### config.mk
export PLATFORM = sky130hd
export DESIGN_NAME = fetch_pc_ctrl
export DESIGN_NICKNAME = d
export VERILOG_FILES = /design/src/rtl/fetch_pc_ctrl.sv
export SDC_FILE = /design/constraint.sdc
export NUM_CORES = 1
export LEC_CHECK = 0
export CAP_MARGIN = 10
export CORE_AREA = 8 8 117 119
export DETAILED_ROUTE_END_ITERATION = 6
export DIE_AREA = 0 0 125 127
export PLACE_DENSITY = 0.85
export SLEW_MARGIN = 30
export SYNTH_ARGS = -nofsm -noshare
export SYNTH_HDL_FRONTEND = slang
export SYNTH_SLANG_ARGS = --single-unit
export TNS_END_PERCENT = 5
### constraint.sdc
create_clock -name clk -period 5.19 [get_ports clk]
set_clock_uncertainty 0.15 [all_clocks]
set_input_delay 0.519 -clock clk [delete_from_list [all_inputs] [get_ports clk]]
set_output_delay 0.519 -clock clk [all_outputs]
set_load 0.1 [all_outputs]
### src/rtl/fetch_pc_ctrl.sv
// Fetch-stage PC sequencer.
// Owns the architectural fetch PC and issues one instruction fetch at a time
// over a valid/ready request/response pair. Redirects from execute steer the
// PC; fetches that were already in flight are discarded as wrong-path.
// Fetched instructions reach decode through a one-entry output register.
module fetch_pc_ctrl #(
    parameter int unsigned         WordSize    = 32,
    parameter logic [WordSize-1:0] ResetVector = {WordSize{1'b0}},
    parameter int unsigned         InstBytes   = 4
) (
    input  logic                clk,
    input  logic                rst_n,
    input  logic                stall,
    input  logic                redirect_valid,
    input  logic [WordSize-1:0] redirect_addr,
    output logic                imem_req_valid,
    input  logic                imem_req_ready,
    output logic [WordSize-1:0] imem_req_addr,
    input  logic                imem_resp_valid,
    output logic                imem_resp_ready,
    input  logic [WordSize-1:0] imem_resp_data,
    output logic                if_valid,
    input  logic                if_ready,
    output logic [WordSize-1:0] if_pc,
    output logic [WordSize-1:0] if_inst,
    output logic [WordSize-1:0] pc
);

    typedef enum logic [1:0] {
        HOLD = 2'd0,
        REQ  = 2'd1,
        WAIT = 2'd2,
        DROP = 2'd3
    } state_t;

    localparam logic [WordSize-1:0] PC_INC     = WordSize'(InstBytes);
    localparam logic [WordSize-1:0] ONE        = {{(WordSize-1){1'b0}}, 1'b1};
    localparam logic [WordSize-1:0] ALIGN_MASK = ~(PC_INC - ONE);

    // Clears the sub-instruction offset bits of a redirect target.
    function automatic logic [WordSize-1:0] align_pc(input logic [WordSize-1:0] addr);
        return addr & ALIGN_MASK;
    endfunction

    state_t              state_r;
    logic [WordSize-1:0] pc_r;
    logic [WordSize-1:0] fetch_pc_r;
    logic                if_valid_r;
    logic [WordSize-1:0] if_pc_r;
    logic [WordSize-1:0] if_inst_r;

    logic                req_valid_s;
    logic                resp_ready_s;
    logic                req_fire_s;
    logic                resp_fire_s;
    logic [WordSize-1:0] redirect_pc_s;

    // Handshake enables decoded from the current state.
    always_comb begin
        req_valid_s  = 1'b0;
        resp_ready_s = 1'b0;
        case (state_r)
            REQ: begin
                req_valid_s = 1'b1;
            end
            WAIT: begin
                resp_ready_s = !if_valid_r || if_ready;
            end
            DROP: begin
                resp_ready_s = 1'b1;
            end
            default: begin
                req_valid_s  = 1'b0;
                resp_ready_s = 1'b0;
            end
        endcase
    end

    assign req_fire_s    = req_valid_s && imem_req_ready;
    assign resp_fire_s   = imem_resp_valid && resp_ready_s;
    assign redirect_pc_s = align_pc(redirect_addr);

    // Sequencer FSM with PC and in-flight fetch address; redirect has priority
    // over every other PC update and turns any in-flight fetch into wrong-path.
    always_ff @(posedge clk or negedge rst_n) begin
        if (!rst_n) begin
            state_r    <= HOLD;
            pc_r       <= ResetVector;
            fetch_pc_r <= {WordSize{1'b0}};
        end else begin
            case (state_r)
                HOLD: begin
                    if (redirect_valid) begin
                        pc_r <= redirect_pc_s;
                    end
                    state_r <= stall ? HOLD : REQ;
                end
                REQ: begin
                    if (redirect_valid) begin
                        pc_r    <= redirect_pc_s;
                        state_r <= req_fire_s ? DROP : REQ;
                    end else if (req_fire_s) begin
                        fetch_pc_r <= pc_r;
                        pc_r       <= pc_r + PC_INC;
                        state_r    <= WAIT;
                    end else begin
                        state_r <= REQ;
                    end
                end
                WAIT: begin
                    if (redirect_valid) begin
                        pc_r <= redirect_pc_s;
                        if (resp_fire_s) begin
                            state_r <= stall ? HOLD : REQ;
                        end else begin
                            state_r <= DROP;
                        end
                    end else if (resp_fire_s) begin
                        state_r <= stall ? HOLD : REQ;
                    end else begin
                        state_r <= WAIT;
                    end
                end
                DROP: begin
                    if (redirect_valid) begin
                        pc_r <= redirect_pc_s;
                    end
                    if (imem_resp_valid) begin
                        state_r <= stall ? HOLD : REQ;
                    end else begin
                        state_r <= DROP;
                    end
                end
                default: begin
                    state_r <= HOLD;
                end
            endcase
        end
    end

    // Decode output register: redirect flushes it, a right-path response loads
    // it, and a consume empties it unless a new load lands on the same edge.
    always_ff @(posedge clk or negedge rst_n) begin
        if (!rst_n) begin
            if_valid_r <= 1'b0;
            if_pc_r    <= {WordSize{1'b0}};
            if_inst_r  <= {WordSize{1'b0}};
        end else begin
            if (redirect_valid) begin
                if_valid_r <= 1'b0;
            end else if ((state_r == WAIT) && resp_fire_s) begin
                if_valid_r <= 1'b1;
                if_pc_r    <= fetch_pc_r;
                if_inst_r  <= imem_resp_data;
            end else if (if_valid_r && if_ready) begin
                if_valid_r <= 1'b0;
            end else begin
                if_valid_r <= if_valid_r;
            end
        end
    end

    assign imem_req_valid  = req_valid_s;
    assign imem_req_addr   = pc_r;
    assign imem_resp_ready = resp_ready_s;
    assign if_valid        = if_valid_r;
    assign if_pc           = if_pc_r;
    assign if_inst         = if_inst_r;
    assign pc              = pc_r;

endmodule

==> results of run 1 <==
## synth_stat cells (2+ instances only)
cell type / count
a21oi_1: 3
a31oi_1: 16
and2_1: 2
and3_1: 3
and4_1: 3
buf_2: 2
buf_4: 36
clkbuf_1: 20
dfrtp_1: 125
inv_1: 3
mux2_2: 92
mux2i_1: 3
nand2_1: 26
nand3_1: 12
nand4_1: 10
nand4b_1: 2
nor2_1: 20
nor2b_1: 2
nor4_1: 2
o211ai_1: 2
o21ai_0: 19
o31ai_1: 10
o32ai_1: 4
or3_1: 9
or4_1: 12
or4_2: 2
xnor2_1: 3
xor2_1: 4
## worst max path at each step
stage,start,endpoint,slack [ps],cells past startpoint
global placement,if_ready,imem_resp_ready,2070,4
floorplan,state_r[1],imem_req_addr[16],2150,5
CTS,state_r[0],imem_req_valid,1880,2
finish,state_r[0],imem_req_valid,1920,2
global route,state_r[0],imem_req_valid,1810,2
detailed placement,if_ready,imem_resp_ready,2060,4
## per-layer routing
metal,GRT usage,up-vias,part of all wire,wire [um]
met1,0.220,2178,0.37,6020
met3,0.0715,15,0.084,1370
li1,-,1989,-,-
met4,0.0759,0,0.012,202
met2,0.372,219,0.53,8690
met5,0,-,0,0
## kinds of logic after synthesis
group / Yosys count / share of synthesized area
DFF: 125 / 0.550
adders and majority gates: 1 / 0.00220
xor gates and xnor gates: 7 / 0.0108
other: 1 / 0.000660
muxes: 95 / 0.188
buffers and inverters: 64 / 0.0678
and+or+nand+nor: 114 / 0.113
AOI/OAI and AO/OA: 60 / 0.0678
## worst reg2reg max path, stage by stage (launching register included)
cell	delay, ps
dfrtp_1	510
nor2b_1	240
nand4_1	740
buf_12	490
mux2_2	400
## registers in the layout, summed over array words and instances, names as in the netlist
name / flops
fetch_pc_r: 30
if_inst: 32
if_pc: 30
if_valid: 1
imem_req_addr: 30
state_r: 2
## metrics by stage
step	hold slack, ps	util	std cells	setup WS (ps)
after global routing	54.2	0.689	790	1810
after floorplan	73.4	-	472	2150
after detailed placement	342	0.637	758	2060
final	-7.18	0.689	790	1920
after global placement	335	0.637	758	2070
after CTS	150	0.689	790	1880
## final cells by class
class | instances | area, um2 | share of cell area
multi-input cells | 283 | 2200 | 0.271
inverters | 4 | 15.0 | 0.00184
repair buffers | 199 | 1990 | 0.245
clock buffers | 28 | 547 | 0.0672
well taps | 147 | 184 | 0.0226
clock inverters | 4 | 72.6 | 0.00891
flip-flops and latches | 125 | 3130 | 0.384
## layout by cell type (no fill, tap or decap), types with 4 or more instances in the layout
cell type	netlist	final
o32ai_1	4	4
nor2_1	20	20
clkdlybuf4s50_1	0	192
or4_1	12	12
conb_1	1	6
nand4_1	10	10
o31ai_1	10	10
or3_1	9	9
o21ai_0	19	19
clkbuf_16	0	17
buf_4	36	5
clkbuf_8	0	8
xor2_1	4	4
dfrtp_1	125	125
nand2_1	26	26
a31oi_1	16	16
nand3_1	12	12
mux2_2	92	92
==> metrics.md, run 1 <==
| Metric | Value |
|---|---|
| Setup TNS | 0 ps |
| Worst min path class | input pin to async pin |
| Design Area, Final | 8140 um2 |
| Violations in the final reports | negative hold slack |
| Die area | between 15000 and 20000 um2 |
| Worst path required time | approximately 4500 ps |
| H-tree levels | 4 |
| R2r worst-path depth | 4 |
| I/O pin count | 202 |
| Starting Density | 0.481 |
| Clk_lat worst skew | 410 ps |
| Routed vias | 4401 |
| RSZ-0062 raised after global routing | false |
| Num CTS Buffers | 17 |
| Area grow syn2layout | 43.2% |
| Post-CTS Setup Inserts | 0 |
| Vias in the first global route | 4808 |
| Tmin final | 3270 ps |
| Family with the most delay on the worst path | buffers and inverters |
| Hold Vio Cnt, Final | 19 |
| Post-synthesis register bit count | between 100 and 150 |
| Reg2reg start | state_r[1] |
| Max-slew violations | 0 |
| Fin nets | between 700 and 800 |
| R2r setup slk | about 2500 ps |
| Fill cells | between 800 and 900 |
| Startpoint Class | flop |
| Dpl hpwl | 11400 um |
| CTS tree | built |
| CTS clk-pin slew, worst paths | around 50 ps |
| Post-CTS Hold Buffers | 0 |
| Post-route ant nets | 0 |
| Grt ovf | 0 |
| RD Place Congestion | around 0.81 |
| Crit Path Class | flop to output port |
| Post-synthesis sequential area ratio | 0.550 |
| Endpoint type of the worst setup path | output port |
| Routed wire per std cell | 20.6 um |
| Via-to-Cell Ratio | roughly 5.6 |
| Netlist Area Pre-Place | about 5700 um2 |
| Worst slew pin tran | 1020 ps |
| Synth top area share | 0.550 |
| Number of flops mapped to enable cells by yosys | 0 |
| Top_reg_cell synth | dfrtp_1 |
| Max-cap violations | 0 |
| Crit path arrival time | between 2000 and 3000 ps |
| Critical-path cell list | nor2b_1 > clkdlybuf4s50_1 |
| Core Box Area | 11800 um2 |
| Clk buf depth | 2 |
| 1st-iter DRT viols | about 300 |
| Mean Syn Cell Area | approximately 12 um2 |
| Ranking of synthesized cells by area | dfrtp_1 (55%), mux2_2 (18%), buf_4 (4.8%) |
| YS warnings | 0 |
| First-pass GRT wire length | about 26000 um |
| Status | finished with violations |
| Rows | 40 |
| Gr usage total | 0.206 |
| Crit-path max cell delay | approximately 1200 ps |
| CP max-delay cell | clkdlybuf4s50_1 |
| Post-CTS Resized | 0 |
| Largest net degree at the start of global routing | 80 |
| # DRC | 0 |
| Root buffer cell | clkbuf_16 |
| Die H | roughly 130 um |
| DIE WIDTH | around 130 um |
| Relative slew margins | 0.321 |
| Post-synth ARST share | 1.00 |
| Crit Path Max Fanout | 10 |
| Final wirelength | 16300 um |
| DRT Pass-1 Iters | 4 |
| Post-Syn Instances | roughly 470 |
| Maximum clock rate | roughly 310 MHz |
| Post-synth top area cell | dfrtp_1 |
| RR Endpoint | if_inst[2] |
| Sink Count | around 130 |
| Final hold slack | -7.18 ps |
| Initial antenna violation count | 0 |
| Area post-placement | between 7000 and 8000 um2 |
| Tcrit/Tclk final | 0.631 |
| Worst path bufs/invs | 1 |
| Synth cell types | 48 |
| # diodes | 0 |
| Share of layout cells above drive strength 1 | 0.210 |
| # setup viols final | 0 |
| Port buffer count | 193 |
Power of run 1 is not shown: default switching activity piles up to over one toggle a cycle in this logic, so the estimate is an artifact.
==> run 2: changes to the inputs <==
--- a/config.mk
+++ b/config.mk
@@ -6,10 +6,10 @@
 export NUM_CORES = 1
 export LEC_CHECK = 0
 export CAP_MARGIN = 10
-export CORE_AREA = 8 8 117 119
+export CORE_AREA = 8 8 122 124
 export DETAILED_ROUTE_END_ITERATION = 6
-export DIE_AREA = 0 0 125 127
-export PLACE_DENSITY = 0.85
+export DIE_AREA = 0 0 130 132
+export PLACE_DENSITY = 0.79
 export SLEW_MARGIN = 30
 export SYNTH_ARGS = -nofsm -noshare
 export SYNTH_HDL_FRONTEND = slang
==> constraint.sdc (replaced) <==
create_clock -name clk -period 3.4 [get_ports clk]
set_clock_uncertainty 0.15 [all_clocks]
set_input_delay 0.34 -clock clk [delete_from_list [all_inputs] [get_ports clk]]
set_output_delay 0.34 -clock clk [all_outputs]
set_load 0.1 [all_outputs]
==> run 2 against run 1 <==
Against the previous run: the run now ends clean; first-iteration DRC count fell by 22%; critical path type unchanged; sequential share of layout area rose by 0.089 points; utilization fell by 6.4 points; cell area fell by 0.23%; non-clock buffer count rose by 4; critical path depth fell by 1; highest routed layer unchanged; global-route usage fell by 2.3 points; cell count rose by 4.1%.
==> metrics.md, run 2 (synthesis gave the netlist of run 1 again) <==
| Metric | Value |
|---|---|
| Status | finished, final reports clean |
| Max-slew violations | 0 |
| Most frequent cells in the layout | clkdlybuf4s50_1 (164), dfrtp_1 (125), mux2_2 (92), buf_4 (37), nand2_1 (26) |
| Post-CTS Resized | 0 |
| Share of layout cells above drive strength 1 | 0.259 |
| Routed vias | 4393 |
| I/O pin count | roughly 200 |
| # DRC | 0 |
| DRT Pass-1 Iters | 4 |
| Core Box Area | between 10000 and 15000 um2 |
| Tmin final | roughly 2600 ps |
| Tcrit/Tclk final | 0.764 |
| Family with the most delay on the worst path | buffers and inverters |
| Setup TNS | 0 ps |
| Crit path depth | 1 |
| Post-route ant nets | 0 |
| # setup viols final | 0 |
| Crit Path Class | flop to output port |
| CTS clk-pin slew, worst paths | 50 ps |
| Crit path arrival time | 2110 ps |
| Max-cap violations | 0 |
| Vias in the first global route | ~4600 |
| 1st-iter DRT viols | around 240 |
| Final wirelength | between 15000 and 20000 um |
| Gr usage total | 0.184 |
| Area grow syn2layout | 42.9% |
| RD Place Congestion | 0.838 |
| CP max-delay cell | clkdlybuf4s50_1 |
| Fin nets | between 700 and 800 |
| Sink Count | between 100 and 150 |
| Clk_lat worst skew | approximately 400 ps |
| Die area | ~17000 um2 |
| Rows | 42 |
| Met3 Track Usage GR | 0.0655 |
| Number of flip-flops in the largest register | 32 |
| WHS Path Cells | 3 |
| Port buffer count | ~190 |
| Largest net degree at the start of global routing | 70 |
| Die H | 132 um |
| Worst min path class | input pin to flop |
| Starting Density | 0.438 |
| Crit-path max cell delay | roughly 1200 ps |
| Worst slew pin tran | slightly above 1000 ps |
| Worst path bufs/invs | 1 |
| Initial antenna violation count | 0 |
| GR peak layer | met2 |
| Area of the multi-input gates | around 2200 um2 |
| RSZ-0062 raised after global routing | false |
| Fill cells | around 1000 |
| Num CTS Buffers | 17 |
| DIE WIDTH | between 100 and 150 um |
| Critical-path cell list | clkdlybuf4s50_1 |
| Crit Path Max Fanout | 7 |
| H-tree levels | 4 |
| Register area | between 3000 and 4000 um2 |
| Grt ovf | 0 |
| Via-to-Cell Ratio | 5.34 |
| First-pass GRT wire length | ~24000 um |
| Root buffer cell | clkbuf_16 |
| Most common library cell in the layout ignoring fill and taps | clkdlybuf4s50_1 |
| Hold Vio Cnt, Final | 0 |
| Dpl hpwl | 11400 um |
| Grt met2 use | 0.312 |
| Maximum clock rate | around 380 MHz |
| Routed wire per std cell | approximately 19 um |
| R2r worst-path depth | 4 |
| Met1 Use GR | 0.208 |
| Endpoint type of the worst setup path | output port |
| CTS tree | built |
| Startpoint Class | flop |
| # diodes | 0 |
| Worst path required time | 2910 ps |
| Clk buf depth | 2 |
| Relative slew margins | 0.320 |
[run 2: timing repair]
item                                   in CTS  in global routing
setup buffers                               0                  0
endpoints found under the hold margin      56                  0
hold buffers                                1                  0
[run 2: path summary, 6_finish.rpt]
path / from / endpoint / slack [ps]
setup / recovery: imem_req_addr[21] / imem_req_addr[21] / 800
hold / removal: redirect_addr[10] / imem_req_addr[10] / 340
setup reg to reg: imem_req_addr[4] / imem_req_addr[27] / 820
hold reg to reg: fetch_pc_r[2] / fetch_pc_r[2] / 350
max in group asynchronous: rst_n / imem_req_addr[20] / 1860
min in group asynchronous: rst_n / if_pc[24] / 400
[run 2: through the flow]
step / utilization / cells / setup slack (ps) / hold slack [ps] / cell area (um2)
after floorplan: - / 472 / 361 / -106 / 5700
after global placement: 0.578 / 790 / 628 / 285 / 7510
after detailed placement: 0.578 / 790 / 628 / 302 / 7510
after CTS: 0.626 / 822 / 784 / 326 / 8120
after global routing: 0.626 / 822 / 633 / 348 / 8120
final: 0.626 / 822 / 802 / 344 / 8120
[run 2: routing by layer]
metal / vias to the layer above / share of wire
li1: 2002 / -
met1: 2191 / 0.39
met2: 180 / 0.51
met3: 20 / 0.086
met4: 0 / 0.013
met5: - / 0
[run 2: cell type report]
cell class | count | area share
clock buffers | 25 | 0.0647
clock inverters | 6 | 0.00986
inverters | 4 | 0.00185
flip-flops and latches | 125 | 0.385
repair buffers | 203 | 0.240
multi-input cells | 283 | 0.271
well taps | 176 | 0.0271
[run 2: tightest hold or removal path, cell delays in order]
cell	delay, ps
clkdlybuf4s50_1	390
nand2_1	60
o21ai_0	70
Power of run 2 is left out for the same reason.
